--- src/rtl/mmu_tile_sequencer_if.sv ---
// Command/array-control bundle between the accelerator decoder and the tile sequencer.
// The master drives tile commands and flow control; the slave (sequencer) drives array control.
interface mmu_tile_sequencer_if #(
  parameter int K_WIDTH = 16
);
  logic               start;
  logic [K_WIDTH-1:0] k;
  logic               stall;
  logic               abort;
  logic               result_ready;

  logic               mmu_en;
  logic               mmu_sync_rst;
  logic               feed_valid;
  logic [K_WIDTH-1:0] feed_index;
  logic               busy;
  logic               result_valid;
  logic               done;

  modport master (
    output start, k, stall, abort, result_ready,
    input  mmu_en, mmu_sync_rst, feed_valid, feed_index, busy, result_valid, done
  );

  modport slave (
    input  start, k, stall, abort, result_ready,
    output mmu_en, mmu_sync_rst, feed_valid, feed_index, busy, result_valid, done
  );
endinterface

--- src/rtl/mmu_tile_sequencer.sv ---
// Tile sequencer for the LENGTH x LENGTH systolic array: clear, feed K beats,
// drain until the far-corner PE has its last product, then hold the result.
module mmu_tile_sequencer #(
  parameter int LENGTH  = 256,
  parameter int K_WIDTH = 16
) (
  input logic                clk,
  input logic                rst,
  mmu_tile_sequencer_if.slave bus
);

  localparam int DRAIN_CYCLES = 2 * LENGTH - 1;
  localparam int DW           = $clog2(2 * LENGTH);

  localparam logic [K_WIDTH-1:0] K_ONE      = K_WIDTH'(1);
  localparam logic [DW-1:0]      DRAIN_ONE  = DW'(1);
  localparam logic [DW-1:0]      DRAIN_LAST = DW'(DRAIN_CYCLES - 1);

  typedef enum logic [2:0] {
    IDLE,
    CLEAR,
    FEED,
    DRAIN,
    HOLD
  } state_t;

  state_t             state_q, state_d;
  logic [K_WIDTH-1:0] k_q, k_d;
  logic [K_WIDTH-1:0] beat_q, beat_d;
  logic [DW-1:0]      drain_q, drain_d;

  logic mmu_en;
  logic mmu_sync_rst;
  logic feed_valid;
  logic result_valid;
  logic done;

  // Outputs are decoded from registered state plus same-cycle STALL/ABORT/RESULT_READY.
  always_comb begin
    state_d      = state_q;
    k_d          = k_q;
    beat_d       = beat_q;
    drain_d      = drain_q;
    mmu_en       = 1'b0;
    mmu_sync_rst = 1'b0;
    feed_valid   = 1'b0;
    result_valid = 1'b0;
    done         = 1'b0;

    case (state_q)
      IDLE: begin
        if (bus.start) begin
          k_d     = bus.k;
          beat_d  = '0;
          state_d = CLEAR;
        end
      end
      CLEAR: begin
        mmu_sync_rst = 1'b1;
        state_d      = (k_q != '0) ? FEED : HOLD;
      end
      FEED: begin
        feed_valid = 1'b1;
        mmu_en     = !bus.stall;
        if (mmu_en) begin
          if (beat_q == k_q - K_ONE) begin
            drain_d = '0;
            state_d = DRAIN;
          end else begin
            beat_d = beat_q + K_ONE;
          end
        end
      end
      DRAIN: begin
        mmu_en = !bus.stall;
        if (mmu_en) begin
          if (drain_q == DRAIN_LAST) begin
            state_d = HOLD;
          end else begin
            drain_d = drain_q + DRAIN_ONE;
          end
        end
      end
      HOLD: begin
        result_valid = 1'b1;
        if (bus.result_ready) begin
          done    = 1'b1;
          state_d = IDLE;
        end
      end
      default: state_d = IDLE;
    endcase

    // Abort wipes the accumulators and suppresses any handshake; the index just holds.
    if (bus.abort && state_q != IDLE) begin
      mmu_en       = 1'b0;
      mmu_sync_rst = 1'b1;
      feed_valid   = 1'b0;
      result_valid = 1'b0;
      done         = 1'b0;
      beat_d       = beat_q;
      drain_d      = drain_q;
      state_d      = IDLE;
    end
  end

  always_ff @(posedge clk or posedge rst) begin
    if (rst) begin
      state_q <= IDLE;
      k_q     <= '0;
      beat_q  <= '0;
      drain_q <= '0;
    end else begin
      state_q <= state_d;
      k_q     <= k_d;
      beat_q  <= beat_d;
      drain_q <= drain_d;
    end
  end

  assign bus.mmu_en       = mmu_en;
  assign bus.mmu_sync_rst = mmu_sync_rst;
  assign bus.feed_valid   = feed_valid;
  assign bus.feed_index   = beat_q;
  assign bus.busy         = (state_q != IDLE);
  assign bus.result_valid = result_valid;
  assign bus.done         = done;

endmodule

--- src/flat_wrapper.sv ---
// flat-port wrapper written by rule: the top's interface ports become plain ports
module mmu_tile_sequencer_flat 
#(
  parameter int LENGTH  = 256,
  parameter int K_WIDTH = 16
)
  (clk, rst, bus_start, bus_k, bus_stall, bus_abort, bus_result_ready, bus_mmu_en, bus_mmu_sync_rst, bus_feed_valid, bus_feed_index, bus_busy, bus_result_valid, bus_done);
  mmu_tile_sequencer_if #(.K_WIDTH(K_WIDTH)) bus_i ();
  input logic clk;
  input logic rst;
  input wire logic [$bits(bus_i.start)-1:0] bus_start;
  input wire logic [$bits(bus_i.k)-1:0] bus_k;
  input wire logic [$bits(bus_i.stall)-1:0] bus_stall;
  input wire logic [$bits(bus_i.abort)-1:0] bus_abort;
  input wire logic [$bits(bus_i.result_ready)-1:0] bus_result_ready;
  output wire logic [$bits(bus_i.mmu_en)-1:0] bus_mmu_en;
  output wire logic [$bits(bus_i.mmu_sync_rst)-1:0] bus_mmu_sync_rst;
  output wire logic [$bits(bus_i.feed_valid)-1:0] bus_feed_valid;
  output wire logic [$bits(bus_i.feed_index)-1:0] bus_feed_index;
  output wire logic [$bits(bus_i.busy)-1:0] bus_busy;
  output wire logic [$bits(bus_i.result_valid)-1:0] bus_result_valid;
  output wire logic [$bits(bus_i.done)-1:0] bus_done;
  assign bus_i.start = bus_start;
  assign bus_i.k = bus_k;
  assign bus_i.stall = bus_stall;
  assign bus_i.abort = bus_abort;
  assign bus_i.result_ready = bus_result_ready;
  assign bus_mmu_en = bus_i.mmu_en;
  assign bus_mmu_sync_rst = bus_i.mmu_sync_rst;
  assign bus_feed_valid = bus_i.feed_valid;
  assign bus_feed_index = bus_i.feed_index;
  assign bus_busy = bus_i.busy;
  assign bus_result_valid = bus_i.result_valid;
  assign bus_done = bus_i.done;
  mmu_tile_sequencer #(.LENGTH(LENGTH), .K_WIDTH(K_WIDTH)) u_core (.clk(clk), .rst(rst), .bus(bus_i));
endmodule
--- config.mk ---
export PLATFORM = sky130hd
export DESIGN_NAME = mmu_tile_sequencer_flat
export DESIGN_NICKNAME = d
export VERILOG_FILES = /design/src/rtl/mmu_tile_sequencer_if.sv /design/src/rtl/mmu_tile_sequencer.sv /design/src/flat_wrapper.sv
export SDC_FILE = /design/constraint.sdc
export NUM_CORES = 1
export LEC_CHECK = 0
export BUFFER_PORTS_ARGS = -buffer_cell sky130_fd_sc_hd__buf_4
export CELL_PAD_IN_SITES_DETAIL_PLACEMENT = 2
export CELL_PAD_IN_SITES_GLOBAL_PLACEMENT = 2
export CORE_ASPECT_RATIO = 1.2
export CORE_MARGIN = 1.5
export CORE_UTILIZATION = 36
export CTS_CLUSTER_DIAMETER = 30
export CTS_CLUSTER_SIZE = 30
export DETAILED_ROUTE_END_ITERATION = 10
export GPL_TIMING_DRIVEN = 0
export PLACE_DENSITY = 0.82
export SLEW_MARGIN = 30
export SYNTH_ARGS = -nofsm -noshare
export SYNTH_HDL_FRONTEND = slang
export SYNTH_SLANG_ARGS = --single-unit
--- constraint.sdc ---
create_clock -name clk -period 6.5 [get_ports clk]
set_input_delay 0 -clock clk [delete_from_list [all_inputs] [get_ports clk]]
set_output_delay 0 -clock clk [all_outputs]
set_load 0.05 [all_outputs]
==> results_dict.tcl <==
set metrics [dict create \
    setup_viol_count_final 0 \
    placed_area_um2 3290 \
    firstDrtPassIters 4 \
    hold_ws_ps 28.6 \
    wl_mm 9.46 \
    grt_pass1_wl_mm 15.8 \
    path_class "reg2reg" \
    syn_area_um2 2850 \
    postCtsSetupBuffers 0 \
    cp-start-kind "register" \
    die_area_um2 8470 \
    synth_warnings 0 \
    drive_gt1_share_pct 16.6 \
    num_rows 35 \
    core_um2 7660 \
    cp.arrival_ps 3180 \
    clkTransAtPathRegs_ps 90 \
    final.setup_skew_ps 11.5 \
    wire_per_inst_um 18.9 \
    maxCapViolations 0 \
    crit_family "simple AND/OR/NAND/NOR gates" \
    final_util_pct 46.4 \
    ctsRootBufferMaster "clkbuf_8" \
    slowest_stage "or4b_1" \
    slowest_delay_ps 490 \
    syn_inst 341 \
    clock-sinks 44 \
    async_flop_share_pct 100 \
    initialDrtViolationCount 82 \
    maxSlewViolCount 0 \
    track_usage_pct 23.5 \
    powerDensity_nw_per_um2 353 \
    synthMostInstantiatedCell "nand2_1" \
    cts-buffers-inserted 5 \
    tns_ps 0 \
    avgSynthCellArea_um2 8.37 \
    rsz0062_at_grt "no" \
    vias_per_cell 5.66 \
    vdd_drop_max_uv 180 \
    fin_crit_ps 2980 \
    dp_slack_ps 3580 \
    min_path_type "in2reg" \
    synth_top_area_share_pct 38.6 \
    ios 44 \
    synth_nets 368 \
    ys_seq_area_share_pct 38.6 \
    start_util_pct 37.2 \
    die_w_um 84.3 \
    diodes 0 \
    grt_pass1_vias 3066 \
    drc 0 \
    synthTopCellsByCount "nand2_1, dfrtp_1, nand3_1" \
    cp_num_buf_inv 2 \
    grt_overflow 0 \
    via_count 2837 \
    critical_path_cell_count 10 \
    die_h_um 101 \
    finalWorstSetupSlack_ps 3520 \
    outcome "finished clean" \
    cp-end-kind "register" \
    cts_tree "yes" \
    cp_cell_sequence "buf_2 > nor4_2 > nand3_2 > or4b_1 > nor3_1 > a21oi_1 > and4bb_1 > buf_6 > o21ai_4 > a221o_1" \
    ant_nets 0 \
    worst_slew_pin_slew_ps 630 \
    fin_nets 435 \
    gp_congestion 0.795 \
    area_growth_pct 24.7 \
    p_leak_nw 1.56 \
    clock_latency_ps 310 \
    final_area_um2 3560 \
    ff2ff_path_depth 10 \
    synth_edf_count 0 \
    finalHoldViolations 0 \
    grt_max_degree 45 \
    antenna_found_initial 0 \
    synth_area_leaders "dfrtp_1, nand2_1, xnor2_1, nand3_1, a21oi_1" \
    worst-path-max-fanout 10 \
    io_buffers 43 \
    hpwl_mm 6.76 \
    yosys.cell_types.count 56 \
    cts.path.max_buffers 2 \
    crit_required_ps 6690 \
    holdPathStages 4 \
    htreeDepth 2 \
    slew_headroom_pct 57.9 \
    period_share_pct 45.9 \
    fmax_mhz 335 \
    ys_seq_elements 44 \
    synth_flop_cell "dfrtp_1" \
    yosysTopAreaCell "dfrtp_1" \
]
cells in the final DEF, fill, tap and decap left out, drive strengths merged, types with 4 or more instances in the layout:
master,Yosys,final
nand3,19,19
inv,7,7
a21o,7,7
dfrtp,44,44
nor4,7,7
o21ai,21,21
a31oi,4,4
xnor2,14,14
or3,10,10
and2,4,4
o31ai,5,5
nand2,67,67
nand4,9,9
a21oi,15,15
nor2,16,16
buf,5,48
and3,8,8
mux2i,7,7
dlygate4sd3,0,17
or2,4,4
nor3,14,14
nand2b,5,5
clkbuf,12,19
ha,5,5
per-layer routing:
layer | global-route usage (%) | up-vias | wire (µm)
met1 | 26.5 | 1430 | 3800
met3 | 2.29 | 7 | 247
met5 | 0 | - | 0
li1 | - | 1354 | -
met4 | 5.55 | 0 | 107
met2 | 47.0 | 46 | 5300
worst register-to-register path, delay by kind of cell (launching register included):
| family | cells | cell delay (ps) |
|---|---|---|
| AOI/OAI and AO/OA | 3 | 580 |
| buffers and inverters | 2 | 340 |
| DFF | 1 | 370 |
| and+or+nand+nor | 5 | 1580 |
power by group:
part	switching (mW)	internal, mW	leakage, nW	total, mW
sequential	0.116	0.352	0.568	0.468
combinational	0.368	0.229	0.948	0.598
clock	0.104	0.0867	0.0445	0.191
total	0.588	0.668	1.56	1.26
through the flow:
| step | total power [mW] | std cells |
|---|---|---|
| final | 1.26 | 501 |
| after global routing | 1.35 | 501 |
| after CTS | 1.26 | 501 |
| after detailed placement | 1.06 | 476 |
| after global placement | 1.03 | 476 |
| after floorplan | 0.874 | 341 |
state kept, by name (all words and copies together), names as in the netlist:
register and cells:
u_core.bus.feed_index 16, u_core.drain_q 9, u_core.k_q 16, u_core.state_q 3
cells by family (layout without fill, tap and decap cells):
| family | after synthesis | count (layout) | synth area share, % |
|---|---|---|---|
| AND/OR/NAND/NOR | 177 | 177 | 32.3 |
| buffers and inverters | 24 | 92 | 3.68 |
| flip-flops | 44 | 44 | 38.6 |
| XOR/XNOR | 17 | 17 | 5.22 |
| adder cells (fa/ha/maj) | 5 | 5 | 2.19 |
| AO/OA/AOI/OAI | 66 | 66 | 15.1 |
| multiplexers | 8 | 8 | 2.85 |
path summary, 6_finish.rpt:
| path | end | slack, ps | from |
|---|---|---|---|
| max | u_core.drain_q[2] | 3520 | u_core.k_q[2] |
| min | u_core.state_q[1] | 30 | bus_abort |
| max reg2reg | u_core.drain_q[2] | 3520 | u_core.k_q[2] |
| min reg2reg | u_core.drain_q[8] | 550 | u_core.drain_q[8] |
| max in group asynchronous | u_core.state_q[0] | 5770 | rst |
| min in group asynchronous | u_core.drain_q[3] | 320 | rst |
cell type report:
type                       instances  area, µm²
buffer                            17       78.8
clock buffer                       7       86.3
clock inverter                     1       7.51
fill                             867       4110
inverter                           7       28.8
multi-input combinational        273       1650
sequential                        44       1100
tap                               92        115
timing repair buffer              60        493
repair_timing:
action | in CTS | in global routing
resized for setup | 0 | 0
setup endpoints to repair | 0 | 0
endpoints found under the hold margin | 60 | 0
hold buffers | 17 | 0
Power figures use the tool's default switching activity.
